**src/rtl/bounded_counter.sv**
```systemverilog
// rtl/bounded_counter.sv - parametrised up/down bounded counter with load, terminal pulse and sticky overflow
//
// Purpose:
//   General-purpose event/timeout/index counter. The count is confined to
//   [MIN_VAL, MAX_VAL]. At a bound it either saturates (WRAP=0) or wraps to
//   the opposite bound (WRAP=1). Every step attempted at a bound pulses tc
//   for one cycle and sets the sticky ovf flag.
//
// Optional feature:
//   BOUNDED_COUNTER_PRESCALE_EN - when defined, enabled cycles are divided by
//   PRESCALE. Only every PRESCALE-th cycle with en=1 is a step. When the
//   macro is undefined, every en=1 cycle is a step and PRESCALE is only
//   range-checked.
//
// Parameters:
//   WIDTH     counter width in bits (2..32)
//   MIN_VAL   lower bound of the count range
//   MAX_VAL   upper bound of the count range (MIN_VAL < MAX_VAL <= 2^WIDTH-1)
//   WRAP      0 = saturate at the bound, 1 = wrap to the opposite bound
//   PRESCALE  enable divider ratio (>= 1)
//
// Ports:
//   clk        in   1      clock, rising edge
//   rst        in   1      synchronous active-high reset
//   en         in   1      count enable
//   up         in   1      direction: 1 = increment, 0 = decrement
//   load       in   1      parallel load strobe (beats en)
//   load_val   in   WIDTH  value to load, clamped into range
//   clr_flags  in   1      clears ovf (a same-cycle boundary event wins)
//   count      out  WIDTH  registered count
//   at_max     out  1      count == MAX_VAL
//   at_min     out  1      count == MIN_VAL
//   tc         out  1      one-cycle pulse after a boundary event
//   ovf        out  1      sticky boundary-hit flag

module bounded_counter #(
    parameter int unsigned WIDTH    = 8,
    parameter int unsigned MIN_VAL  = 0,
    parameter int unsigned MAX_VAL  = 100,
    parameter int unsigned WRAP     = 0,
    parameter int unsigned PRESCALE = 4
) (
    input  logic             clk,
    input  logic             rst,
    input  logic             en,
    input  logic             up,
    input  logic             load,
    input  logic [WIDTH-1:0] load_val,
    input  logic             clr_flags,
    output logic [WIDTH-1:0] count,
    output logic             at_max,
    output logic             at_min,
    output logic             tc,
    output logic             ovf
);

    // Elaboration-time parameter sanity.
    if (WIDTH < 2 || WIDTH > 32) begin : g_bad_width
        $error("bounded_counter: WIDTH must be in 2..32");
    end
    if (MIN_VAL >= MAX_VAL) begin : g_bad_range
        $error("bounded_counter: MIN_VAL must be below MAX_VAL");
    end
    if (64'(MAX_VAL) > ((64'd1 << WIDTH) - 64'd1)) begin : g_bad_max
        $error("bounded_counter: MAX_VAL does not fit in WIDTH bits");
    end
    if (PRESCALE < 1) begin : g_bad_prescale
        $error("bounded_counter: PRESCALE must be at least 1");
    end
    if (WRAP > 1) begin : g_bad_wrap
        $error("bounded_counter: WRAP must be 0 or 1");
    end

    // Bounds in the widened arithmetic domain (one guard bit above WIDTH) so
    // that +1 at an all-ones MAX_VAL cannot silently roll through zero.
    localparam logic [WIDTH:0]   MIN_EXT = (WIDTH + 1)'(MIN_VAL);
    localparam logic [WIDTH:0]   MAX_EXT = (WIDTH + 1)'(MAX_VAL);
    localparam logic [WIDTH-1:0] MIN_W   = WIDTH'(MIN_VAL);
    localparam logic [WIDTH-1:0] MAX_W   = WIDTH'(MAX_VAL);

    logic             step;       // an enabled step happens this cycle (load already excluded)
    logic             boundary;   // step attempted at the terminal value for the current direction
    logic [WIDTH:0]   count_ext;
    logic [WIDTH:0]   load_ext;
    logic [WIDTH:0]   clamped;
    logic [WIDTH:0]   next_ext;
    logic             unused_next_msb;

    //------------------------------------------------------------------
    // Step qualification
    //------------------------------------------------------------------
`ifdef BOUNDED_COUNTER_PRESCALE_EN
    localparam int unsigned      DIV_W    = (PRESCALE > 1) ? $clog2(PRESCALE) : 1;
    localparam logic [DIV_W-1:0] DIV_LAST = DIV_W'(PRESCALE - 1);

    logic [DIV_W-1:0] div;

    // Counts enabled cycles; the PRESCALE-th one is the step and returns the
    // divider to zero. A load restarts the divider so the first step after
    // a load is a full PRESCALE enabled cycles away.
    always_ff @(posedge clk) begin
        if (rst || load) begin
            div <= '0;
        end else if (en) begin
            if (div == DIV_LAST) begin
                div <= '0;
            end else begin
                div <= div + 1'b1;
            end
        end
    end

    assign step = en && !load && (div == DIV_LAST);
`else
    assign step = en && !load;
`endif

    //------------------------------------------------------------------
    // Next-count datapath
    //------------------------------------------------------------------
    assign count_ext = {1'b0, count};
    assign load_ext  = {1'b0, load_val};

    always_comb begin
        clamped = load_ext;
        if (load_ext < MIN_EXT) begin
            clamped = MIN_EXT;
        end else if (load_ext > MAX_EXT) begin
            clamped = MAX_EXT;
        end
    end

    assign boundary = step && ((up && (count_ext == MAX_EXT)) ||
                               (!up && (count_ext == MIN_EXT)));

    always_comb begin
        next_ext = count_ext;
        if (load) begin
            next_ext = clamped;
        end else if (step) begin
            if (up) begin
                if (count_ext == MAX_EXT) begin
                    next_ext = (WRAP != 0) ? MIN_EXT : MAX_EXT;
                end else begin
                    next_ext = count_ext + 1'b1;
                end
            end else begin
                if (count_ext == MIN_EXT) begin
                    next_ext = (WRAP != 0) ? MAX_EXT : MIN_EXT;
                end else begin
                    next_ext = count_ext - 1'b1;
                end
            end
        end
    end

    // next_ext always lies inside [MIN_VAL, MAX_VAL], so the guard bit is zero.
    assign unused_next_msb = next_ext[WIDTH];

    //------------------------------------------------------------------
    // State registers
    //------------------------------------------------------------------
    always_ff @(posedge clk) begin
        if (rst) begin
            count <= MIN_W;
            tc    <= 1'b0;
            ovf   <= 1'b0;
        end else begin
            count <= next_ext[WIDTH-1:0];
            tc    <= boundary;
            // Setting beats clearing when both happen in one cycle.
            if (boundary) begin
                ovf <= 1'b1;
            end else if (clr_flags) begin
                ovf <= 1'b0;
            end
        end
    end

    //------------------------------------------------------------------
    // Combinational status
    //------------------------------------------------------------------
    assign at_max = (count == MAX_W);
    assign at_min = (count == MIN_W);

endmodule

```
**config.mk**
```make
export PLATFORM = sky130hd
export DESIGN_NAME = bounded_counter
export DESIGN_NICKNAME = d
export VERILOG_FILES = /design/src/rtl/bounded_counter.sv
export SDC_FILE = /design/constraint.sdc
export NUM_CORES = 1
export LEC_CHECK = 0
export BUFFER_PORTS_ARGS = -buffer_cell sky130_fd_sc_hd__buf_2
export CELL_PAD_IN_SITES_DETAIL_PLACEMENT = 1
export CELL_PAD_IN_SITES_GLOBAL_PLACEMENT = 1
export CORE_UTILIZATION = 39
export DETAILED_ROUTE_END_ITERATION = 10
export GPL_TIMING_DRIVEN = 0
export PLACE_DENSITY = 0.82
export SYNTH_ARGS = -nofsm -noshare
export SYNTH_HDL_FRONTEND = slang
export SYNTH_SLANG_ARGS = --single-unit
```
**constraint.sdc**
```tcl
create_clock -name clk -period 3.56 [get_ports clk]
set_input_delay 0.178 -clock clk [delete_from_list [all_inputs] [get_ports clk]]
set_output_delay 0.178 -clock clk [all_outputs]
set_load 0.005 [all_outputs]
```
==> impl_metrics.ini <==
[drt]
ant_nets = 0
drcViolationCount = 0
wl_per_cell_um = 16.6
vias_per_cell = 6.12
vias = 1046
dr.pass1.iters = 6
drt_iter0_drc = 28
wl_um = 2840

[clock_network]
cts_tree = built
ctsResizeCount = 0
h-tree-depth = 1
cts_buffers = 3
cts_sinks = 10
clock_path_buffers = 2
postCtsHoldBufs = 0
cts_setup_buffers = 0
cts-root-buf = clkbuf_4
worstSkewPairLatency_ns = 0.26
clk_pin_slew_ns = 0.06

[critical_path]
worst-path-buf-inv = 1
cp-start-kind = flop
crit_required_ns = 3.72
critPathMaxStageDelay_ns = 0.52
setup.worst_path.class = flop to flop
path_cells = inv_1 > ha_1 > nor4b_1 > a21boi_0 > o21ai_0 > a22o_1
cp_max_fo = 9
end_kind = flop
cp.depth = 6
arrival_ns = 2.37
cp_slowest_cell = nor4b_1
reg2regPathDepth = 6
crit_family = compound AO/OA/AOI/OAI gates

[synth]
ys_seq_area_frac = 0.221
ys.flop_type = dfxtp_1
yosys_warnings = 0
syn-num-nets = 134
syn_area_um2 = 907
syn_avg_cell_area_um2 = 7.75
ys_ff_latch = 10
synth_cell_types = 52
synth_cells = 117
synth_edf_count = 0
async_flop_share = 0

[finish]
area_growth_pct = 19.0
final_cell_mix = buf_2 (23), nor2_1 (12), dfxtp_1 (10)
drive_above_1_share = 0.252
layout_commonest_cell = buf_2
final_cell_count_no_fill = 171
diodes = 0
num-nets-final = 162

[grt]
overflow = 0
grt_first_pass_wirelength_um = 4790
grt_pass1_vias = 1005
grt_max_degree = 11
antenna_found_initial = 0
grt_util_all_layers = 0.252

[floorplanning]
io_pins = 26
initial_core_util = 0.410
die-area_um2 = 2520
std_cell_rows = 17
die_y_um = 50.2
fp.coreArea_um2 = 2210
die_w_um = 50.2

[power_and_ir_drop]
power_frac_comb = 0.375
p_switching_uw = 115
peakVddDrop_v = 0.000260
power.leakage_nw = 0.437
power_frac_seq = 0.394
switching_share = 0.356
cellPowerDensity_nw_per_um2 = 300
p_int_uw = 208
clkPwrFrac = 0.231

[sta]
maxClockFrequency_mhz = 451
slew_headroom = 0.586
rsz0062_at_grt = no
hold_viol_final = 0
period_share = 0.622
slew_violations = 0
period_needed_ns = 2.22
setup-violations-final = 0
tns_ns = 0
whs_ns = 0.139
worst_pin_slew_ns = 0.612
fin_skew_ns = 0.00269

[place]
io_buffers = 23
gp_congestion = 0.899
dp_hpwl_um = 2260
dp.cells = 168

[run]
drv_cap = 0

[worst_hold_path]
hold_depth = 2
holdCritPathClass = input pin to flop

[status]
outcome = finished, final reports clean
power by group through the flow:
stage / Combinational, mW / Clock (mW) / Sequential, mW
after floorplan: 0.0801 / 0 / 0.128
after global placement: 0.116 / 0 / 0.129
after detailed placement: 0.120 / 0 / 0.130
after CTS: 0.120 / 0.0800 / 0.127
final: 0.121 / 0.0748 / 0.127
after global routing: 0.134 / 0.0878 / 0.128
final cells by class:
type / count / area [µm²]
Fill cell: 305 / 1130
Multi-Input combinational cell: 92 / 636
Sequential cell: 10 / 200
Timing Repair Buffer: 23 / 115
Buffer: 9 / 48.8
Tap cell: 28 / 35.0
Clock buffer: 3 / 22.5
Inverter: 6 / 22.5
state kept, by name (all words and copies together), names as in the netlist:
register and count:
count 8, ovf 1, tc 1
synth_stat cells (all sizes together), types with 2 or more instances:
library cell  number  area, µm²
and4               4       37.5
a21oi              6       30.0
or3b               2       17.5
nor3               5       25.0
clkbuf             6       22.5
ha                 3       37.5
inv                6       22.5
nor4b              2       17.5
a211oi             2       15.0
nor3b              2       15.0
buf                3       26.3
nand3              2       10.0
o2111ai            2       17.5
dfxtp             10        200
o31a               2       17.5
nand4              2       12.5
a31oi              2       12.5
a21o               2       16.3
o211ai             2       15.0
nand2              7       26.3
nor2              12       45.0
o21ai              7       35.0
path summary, 6_finish.rpt:
check / start / endpoint / slack, ns
worst min register to register: ovf / ovf / 0.46
worst max register to register: count[0] / count[0] / 1.34
worst min-delay path: load_val[1] / count[1] / 0.14
worst max-delay path: count[0] / count[0] / 1.34
cells by family after synthesis:
logic type	synth area share
xor gates and xnor gates	0.00966
AOI/OAI and AO/OA	0.363
buffers and inverters	0.0786
and+or+nand+nor	0.287
adders and majority gates	0.0414
DFF	0.221
layer usage:
layer	vias up	global-route usage	share of wire
met3	6	0.0364	0.025
met1	504	0.334	0.47
met4	0	0.100	0.019
met5	-	0	0
met2	29	0.404	0.48
li1	507	-	-
through the flow:
stage,area (µm²),util,setup WS [ns],power [mW]
after floorplan,907,-,1.75,0.209
after global placement,1060,0.478,1.50,0.245
after detailed placement,1060,0.478,1.45,0.250
after CTS,1080,0.488,1.40,0.328
after global routing,1080,0.488,1.27,0.350
final,1080,0.488,1.34,0.324
Power figures use the tool's default switching activity.
